### src/rtl/rdc_watermark.sv
// Per-channel pulse-duration monitor: flags event pulses longer than their weight.
// Optional macro RDC_WATERMARK_EN builds per-channel longest-pulse capture.
module rdc_watermark #(
  parameter int unsigned WEIGHTS_WIDTH = 8,
  parameter int unsigned CNT_WIDTH     = 16,
  parameter int unsigned N_CORES       = 2,
  parameter int unsigned CORE_EVENTS   = 4,
  parameter int unsigned STICKY        = 1
) (
  input  logic                                              clk_i,
  input  logic                                              rst_i,
  input  logic                                              enable_i,
  input  logic                                              clear_i,
  input  logic [N_CORES*CORE_EVENTS-1:0]                    events_i,
  input  logic [N_CORES*CORE_EVENTS*WEIGHTS_WIDTH-1:0]      events_weights_i,
  input  logic [N_CORES*CORE_EVENTS-1:0]                    mask_i,
  input  logic [N_CORES*CORE_EVENTS-1:0]                    ack_i,
  output logic                                              interruption_rdc_o,
  output logic [N_CORES*CORE_EVENTS-1:0]                    interruption_vector_rdc_o,
  output logic [N_CORES*CORE_EVENTS*CNT_WIDTH-1:0]          watermark_o
);

  localparam int unsigned N_CH = N_CORES * CORE_EVENTS;

  if (CNT_WIDTH <= WEIGHTS_WIDTH) begin : g_bad_width
    $error("rdc_watermark: CNT_WIDTH must be greater than WEIGHTS_WIDTH");
  end

  typedef enum logic [1:0] {
    ST_IDLE     = 2'd0,
    ST_COUNT    = 2'd1,
    ST_EXCEEDED = 2'd2
  } state_t;

  logic [N_CH-1:0] vec_all;

  for (genvar c = 0; c < N_CH; c++) begin : g_ch
    state_t                 state_q, state_d;
    logic [CNT_WIDTH-1:0]   cnt_q, cnt_d, cnt_inc;
    logic [CNT_WIDTH-1:0]   weight;
    logic                   vec_q, vec_d;
    logic                   viol;
    logic                   run;

    assign weight  = CNT_WIDTH'(events_weights_i[c*WEIGHTS_WIDTH +: WEIGHTS_WIDTH]);
    assign cnt_inc = (cnt_q == '1) ? cnt_q : cnt_q + CNT_WIDTH'(1);
    assign run     = enable_i & ~clear_i & events_i[c];
    assign viol    = (state_q == ST_EXCEEDED) & ~mask_i[c];

    // Exceed test uses the incremented count so a pulse of exactly weight cycles never trips.
    always_comb begin
      cnt_d   = '0;
      state_d = ST_IDLE;
      if (run) begin
        cnt_d = cnt_inc;
        case (state_q)
          ST_IDLE:     state_d = ST_COUNT;
          ST_COUNT:    state_d = ((weight != '0) && (cnt_d > weight)) ? ST_EXCEEDED : ST_COUNT;
          ST_EXCEEDED: state_d = ST_EXCEEDED;
          default:     state_d = ST_IDLE;
        endcase
      end
    end

    if (STICKY != 0) begin : g_sticky
      always_comb begin
        vec_d = 1'b0;
        if (enable_i && !clear_i) begin
          vec_d = viol | (vec_q & ~ack_i[c]);
        end
      end
    end else begin : g_level
      always_comb begin
        vec_d = 1'b0;
        if (enable_i && !clear_i) begin
          vec_d = viol;
        end
      end
    end

    always_ff @(posedge clk_i or posedge rst_i) begin
      if (rst_i) begin
        state_q <= ST_IDLE;
        cnt_q   <= '0;
        vec_q   <= 1'b0;
      end else begin
        state_q <= state_d;
        cnt_q   <= cnt_d;
        vec_q   <= vec_d;
      end
    end

    assign vec_all[c] = vec_q;

`ifdef RDC_WATERMARK_EN
    logic [CNT_WIDTH-1:0] wm_q, wm_d;

    // Watermark ignores enable_i so calibration data survives a monitor pause.
    always_comb begin
      wm_d = wm_q;
      if (clear_i) begin
        wm_d = '0;
      end else if (cnt_q > wm_q) begin
        wm_d = cnt_q;
      end
    end

    always_ff @(posedge clk_i or posedge rst_i) begin
      if (rst_i) begin
        wm_q <= '0;
      end else begin
        wm_q <= wm_d;
      end
    end

    assign watermark_o[c*CNT_WIDTH +: CNT_WIDTH] = wm_q;
`else
    assign watermark_o[c*CNT_WIDTH +: CNT_WIDTH] = '0;
`endif
  end

  assign interruption_vector_rdc_o = vec_all;
  assign interruption_rdc_o        = |vec_all;

endmodule

### config.mk
export PLATFORM = sky130hd
export DESIGN_NAME = rdc_watermark
export DESIGN_NICKNAME = d
export VERILOG_FILES = /design/src/rtl/rdc_watermark.sv
export SDC_FILE = /design/constraint.sdc
export NUM_CORES = 1
export LEC_CHECK = 0
export BUFFER_PORTS_ARGS = -buffer_cell sky130_fd_sc_hd__buf_2
export CAP_MARGIN = 25
export CELL_PAD_IN_SITES_DETAIL_PLACEMENT = 2
export CELL_PAD_IN_SITES_GLOBAL_PLACEMENT = 2
export CORE_ASPECT_RATIO = 1.1
export CORE_MARGIN = 2
export CORE_UTILIZATION = 33
export DETAILED_ROUTE_END_ITERATION = 16
export PLACE_DENSITY_LB_ADDON = 0.1
export SLEW_MARGIN = 20
export SYNTH_ARGS = -nofsm -noshare
export SYNTH_HDL_FRONTEND = slang
export SYNTH_SLANG_ARGS = --single-unit
### constraint.sdc
create_clock -name clk_i -period 4.94 [get_ports clk_i]
set_input_delay 0.494 -clock clk_i [delete_from_list [all_inputs] [get_ports clk_i]]
set_output_delay 0.494 -clock clk_i [all_outputs]
set_load 0.02 [all_outputs]
[Word-level counts from Yosys, hierarchy flattened]
Cells that the tools add are included.
Storage, ports and cells
  bits in writable memories: 0
  memories: 0
  bits in latches: 0
  bits in read-only memories: 0
  bits in registers: 152
  input port bits: 92
Cells by class
  $add $sub $neg: 8
  $mul: 0
  $lt $le $gt $ge: 8
  div/mod/pow operators: 0
  bitwise gates (word level): 50
  mux-type cells: 48
  eq/ne operators: 24
  shift-type cells: 0
  reduce and logical (&&, ||, !) cells: 27
Operators with widths (count)
  $mux W16: 16
  $add A16 B1 Y16 const B: 8
  $eq A16 B16 Y1 const B: 8
  $gt A16 B8 Y1: 8
  $reduce_bool A16 Y1: 8
  $pmux W2 S3: 8
  $mux W2: 16
  $and A1 B1 Y1: 25
  $not A1 Y1: 17
  $eq A2 B1 Y1 const B: 8
  $eq A2 B2 Y1 const B: 8
  $logic_not A2 Y1: 8
  $logic_and A1 B1 Y1: 9
  $mux W1: 8
  $or A1 B1 Y1: 8
  $reduce_or A8 Y1: 1
  $logic_not A1 Y1: 1

[Longest topological paths before layout]
  word-level depth: 7
  mapped depth: 15

[Worst setup path before layout]
OpenSTA, ideal clock, no wires.
  path type: reg-to-reg
  start: register g_ch[0].cnt_q[0]
  end: register g_ch[0].state_q[0]
  data arrival time: 3049 ps
  cell stages (with the launch flop): 14
  buffers on the path: 0
  clock period less this slack: 3148 ps
  setup time: 100 ps
  setup slack: 1792 ps
  cells stage by stage: dfrtp_1 > ha_1 > nand3_1 > nor3_1 > nand2_1 > mux2_2 > ha_1 > nor2b_1 > o21a_1 > o21ai_0 > a211o_1 > o2111a_1 > nand4_1 > a311oi_1
Between the ends
  cells in the longest elaborated chain, start to end: 7
  elaborated cells between the ends (all ways): 8
  those cells by class: add/sub (1); order compare (1); eq/ne (1); mux (4); reduce/logical (1)
RTL lines
  start, declared: RTL line 39  | logic [CNT_WIDTH-1:0] cnt_q, cnt_d, cnt_inc;
  start signal, assigned: RTL line 88  | cnt_q <= cnt_d;
  $add A16 B1 Y16 / $eq A16 B16 Y1 (equally long branches): RTL line 46  | assign cnt_inc = (cnt_q == '1) ? cnt_q : cnt_q + CNT_WIDTH'(1);
  $mux W16 *: RTL line 46
  $gt A16 B8 Y1 *: RTL line 58  | ST_COUNT: state_d = ((weight != '0) && (cnt_d > weight)) ? ST_EXCEEDED : ST_COUNT;
  $logic_and A1 B1 Y1 *: RTL line 58
  $mux W2 *: RTL line 58
  $pmux W2 S3 *: RTL line 56  | case (state_q)
  $mux W2 *: RTL line 54  | if (run) begin
  via g_ch[0].state_d[0]: RTL line 38  | state_t state_q, state_d;
  end signal, assigned: RTL line 87  | state_q <= state_d;
  end, declared: RTL line 38
Mark *: on every way through the listed nets, which the timed path passes. The rest lies on a longest branch.

[Worst setup path in the final report]
Ends and elaborated chain as after synthesis.

==> impl_metrics.env <==
export IMPL_status="completed"
export IMPL_cp_cell_sequence="ha_1 -> nand3_1 -> nor3_1 -> nand2_1 -> nand3_1 -> nor2_1 -> xor2_1 -> ha_1 -> a21o_1 -> a21o_1 -> a21oi_1 -> o2111a_1 -> nand4_1 -> a311oi_1"
export IMPL_worstPathMaxFanout=7
export IMPL_drcViolationCount=0
export IMPL_clockBufferDepth=2
export IMPL_final_core_util=0.362
export IMPL_setup_slack_ns=1.12
export IMPL_gp_congestion=0.789
export IMPL_drt_initial_drc_count=322
export IMPL_synthTopCellsByArea="dfrtp_1 (35%), buf_4 (9.3%), ha_1 (8.2%)"
export IMPL_timing_rr_start="g_ch[0].cnt_q[0]$_DFF_PP0_"
export IMPL_crit_required_ns=5.26
export IMPL_final_common_cell="dfrtp_1"
export IMPL_grtUsageTotal=0.171
export IMPL_netlist_area_leader_share=0.345
export IMPL_pre_cts_slack_ns=1.10
export IMPL_dp_cells=1773
export IMPL_reg2reg_to="g_ch[0].state_q[0]$_DFF_PP0_"
export IMPL_hold_class="primary input to asynchronous set/reset pin"
export IMPL_dr_pass1_iters=4
export IMPL_yosysTopAreaCell="dfrtp_1"
export IMPL_area_growth_pct=8.63
export IMPL_dieArea_um2=34900
export IMPL_regToRegSetupSlack_ns=1.12
export IMPL_drt_antenna_violating_nets=0
export IMPL_worstSetupStartpointType="flip-flop"
export IMPL_ys_async_sr_fraction=1.00
export IMPL_htree_levels=4
export IMPL_min_period_ns=3.82
export IMPL_syn_area_per_cell_um2=8.66
export IMPL_fmax_ghz=0.262
export IMPL_whs_ns=0.224
export IMPL_synth_edf_count=0
export IMPL_fin_cells=1806
export IMPL_drive_above_1_share=0.116
export IMPL_end_kind="flip-flop"
export IMPL_cts_tree="done"
export IMPL_finalHoldViolCount=0
export IMPL_synth_cell_type_count=58
export IMPL_final_cell_mix="dfrtp_1 (152), conb_1 (128), nor2_1 (109)"
export IMPL_synth_ff_type="dfrtp_1"
export IMPL_fin_tns_setup_ns=0
export IMPL_wire_per_inst_um=16.1
export IMPL_worst_slew_pin_slew_ns=0.793
export IMPL_syn_area_um2=11000
export IMPL_die_h_um=196
export IMPL_cts_root_buf="clkbuf_16"
export IMPL_path_class="flip-flop to flip-flop"
export IMPL_startpoint="g_ch[0].cnt_q[0]$_DFF_PP0_"
export IMPL_syn_instance_count=1272
export IMPL_cts_resized=0
export IMPL_total_leakage_power_nw=5.49
export IMPL_worst_ep_arrival_time_ns=4.14
export IMPL_antenna_found_initial=1
export IMPL_peakVddDrop_mv=0.223
export IMPL_vias=9074
export IMPL_hpwl_um=22600
export IMPL_p_int_mw=1.97
export IMPL_row_count=70
export IMPL_timing_final_crit_share=0.774
export IMPL_crit_end="g_ch[0].state_q[0]$_DFF_PP0_"
export IMPL_pwr_share_comb=0.096
export IMPL_clk_pin_slew_ns=0.07
export IMPL_clock_power_share=0.441
export IMPL_slowest_stage="nor3_1"
export IMPL_switching_share=0.274
export IMPL_clock_sinks=152
export IMPL_io_pins=229
export IMPL_final_nets=1525
export IMPL_initial_utilization=0.333
export IMPL_ys_ff_latch=152
export IMPL_antennaDiodeCount=0
export IMPL_rr_worst_depth=14
export IMPL_cts_setup_buffers=0
export IMPL_ys_warn_count=0
export IMPL_grt_setup_unrepaired="no"
export IMPL_setup_violations_final=0
export IMPL_grt_first_pass_wirelength_um=48300
export IMPL_clock_skew_final_ns=0.00978
export IMPL_fin_area_um2=12000
export IMPL_grt_start_max_net_pins=84
export IMPL_routed_via_density=5.02
export IMPL_grt_pass1_vias=9725
export IMPL_grt_overflow=0
export IMPL_port_buffers=100
export IMPL_hold_buffers=0
export IMPL_clk_latency_ns=0.43
export IMPL_die_width_um=178
export IMPL_drv_slew=0
export IMPL_seq_power_share=0.464
export IMPL_core_area_um2=33100
export IMPL_p_sw_mw=0.741
export IMPL_p_per_area_nw_per_um2=226
export IMPL_post_dp_cell_area_um2=11400
export IMPL_slowest_delay_ns=0.55
export IMPL_relSlewSlack=0.471
export IMPL_maxCapViolCount=0
export IMPL_routed_wl_um=29100
export IMPL_cts_buffers=17
export IMPL_ys_seq_area_frac=0.345
export IMPL_finalPower_mw=2.71
-- power by group through the flow --
stage	sequential (mW)	clock [mW]	combinational (mW)
floorplan	1.28	0	0.256
global placement	1.28	0	0.258
detailed placement	1.28	0	0.264
CTS	1.26	1.24	0.265
global route	1.26	1.29	0.295
finish	1.26	1.19	0.260
-- synthesized netlist by cell type (all sizes together) (16+ instances only) --
master / instances
nor2b: 69
nand4: 69
o21ai: 39
ha: 72
nand3: 57
xor2: 36
mux2i: 19
a21oi: 45
buf: 140
xnor2: 52
inv: 79
nor3: 35
dfrtp: 152
nor2: 109
and3: 20
clkbuf: 21
and4: 16
nor4: 25
nand2: 81
-- worst max-delay path: cells and delay by family, from the launching register on --
family / cells / cell delay (ns)
compound gates: 5 / 1.06
flops: 1 / 0.42
fa+ha+maj: 2 / 0.60
xor+xnor: 1 / 0.19
simple gates: 6 / 1.43
-- worst min-delay path by stage --
stage	from	to	slack [ns]	depth (start not counted)
global placement	g_ch[7].state_q[1]$_DFF_PP0_	g_ch[7].state_q[0]$_DFF_PP0_	0.45	1
finish	rst_i	g_ch[3].cnt_q[1]$_DFF_PP0_	0.22	2
CTS	rst_i	g_ch[0].cnt_q[10]$_DFF_PP0_	0.24	2
global route	rst_i	g_ch[0].cnt_q[10]$_DFF_PP0_	0.28	2
detailed placement	g_ch[1].state_q[1]$_DFF_PP0_	g_ch[1].state_q[0]$_DFF_PP0_	0.46	1
floorplan	g_ch[7].state_q[1]$_DFF_PP0_	g_ch[7].state_q[0]$_DFF_PP0_	0.43	1
-- per-layer routing --
metal	up-vias	global-route usage	share of wire
met5	-	0	0.00045
met4	2	0.0358	0.0088
met3	17	0.0262	0.030
met2	161	0.299	0.49
met1	4519	0.224	0.47
li1	4375	-	-
-- sequential cells by signal (all words and copies together) (netlist names) --
register      count
g_ch.cnt_q      128
g_ch.state_q     16
g_ch.vec_q        8
-- cells by family after synthesis --
group,after synthesis,synth area share
muxes,29,0.0275
and+or+nand+nor,529,0.254
adders and majority gates,72,0.0817
AOI/OAI and AO/OA,161,0.0920
DFF,152,0.345
other,1,0.000340
buffers and inverters,240,0.129
xor gates and xnor gates,88,0.0699
-- area by class of cell --
type / count / area, um2
fill: 3852 / 21100
multi-input combinational: 1007 / 6270
sequential: 152 / 3800
tap: 432 / 541
timing repair buffer: 104 / 528
clock buffer: 20 / 447
inverter: 79 / 302
clock inverter: 12 / 78.8
No activity file was read; power rests on OpenSTA's default activity.
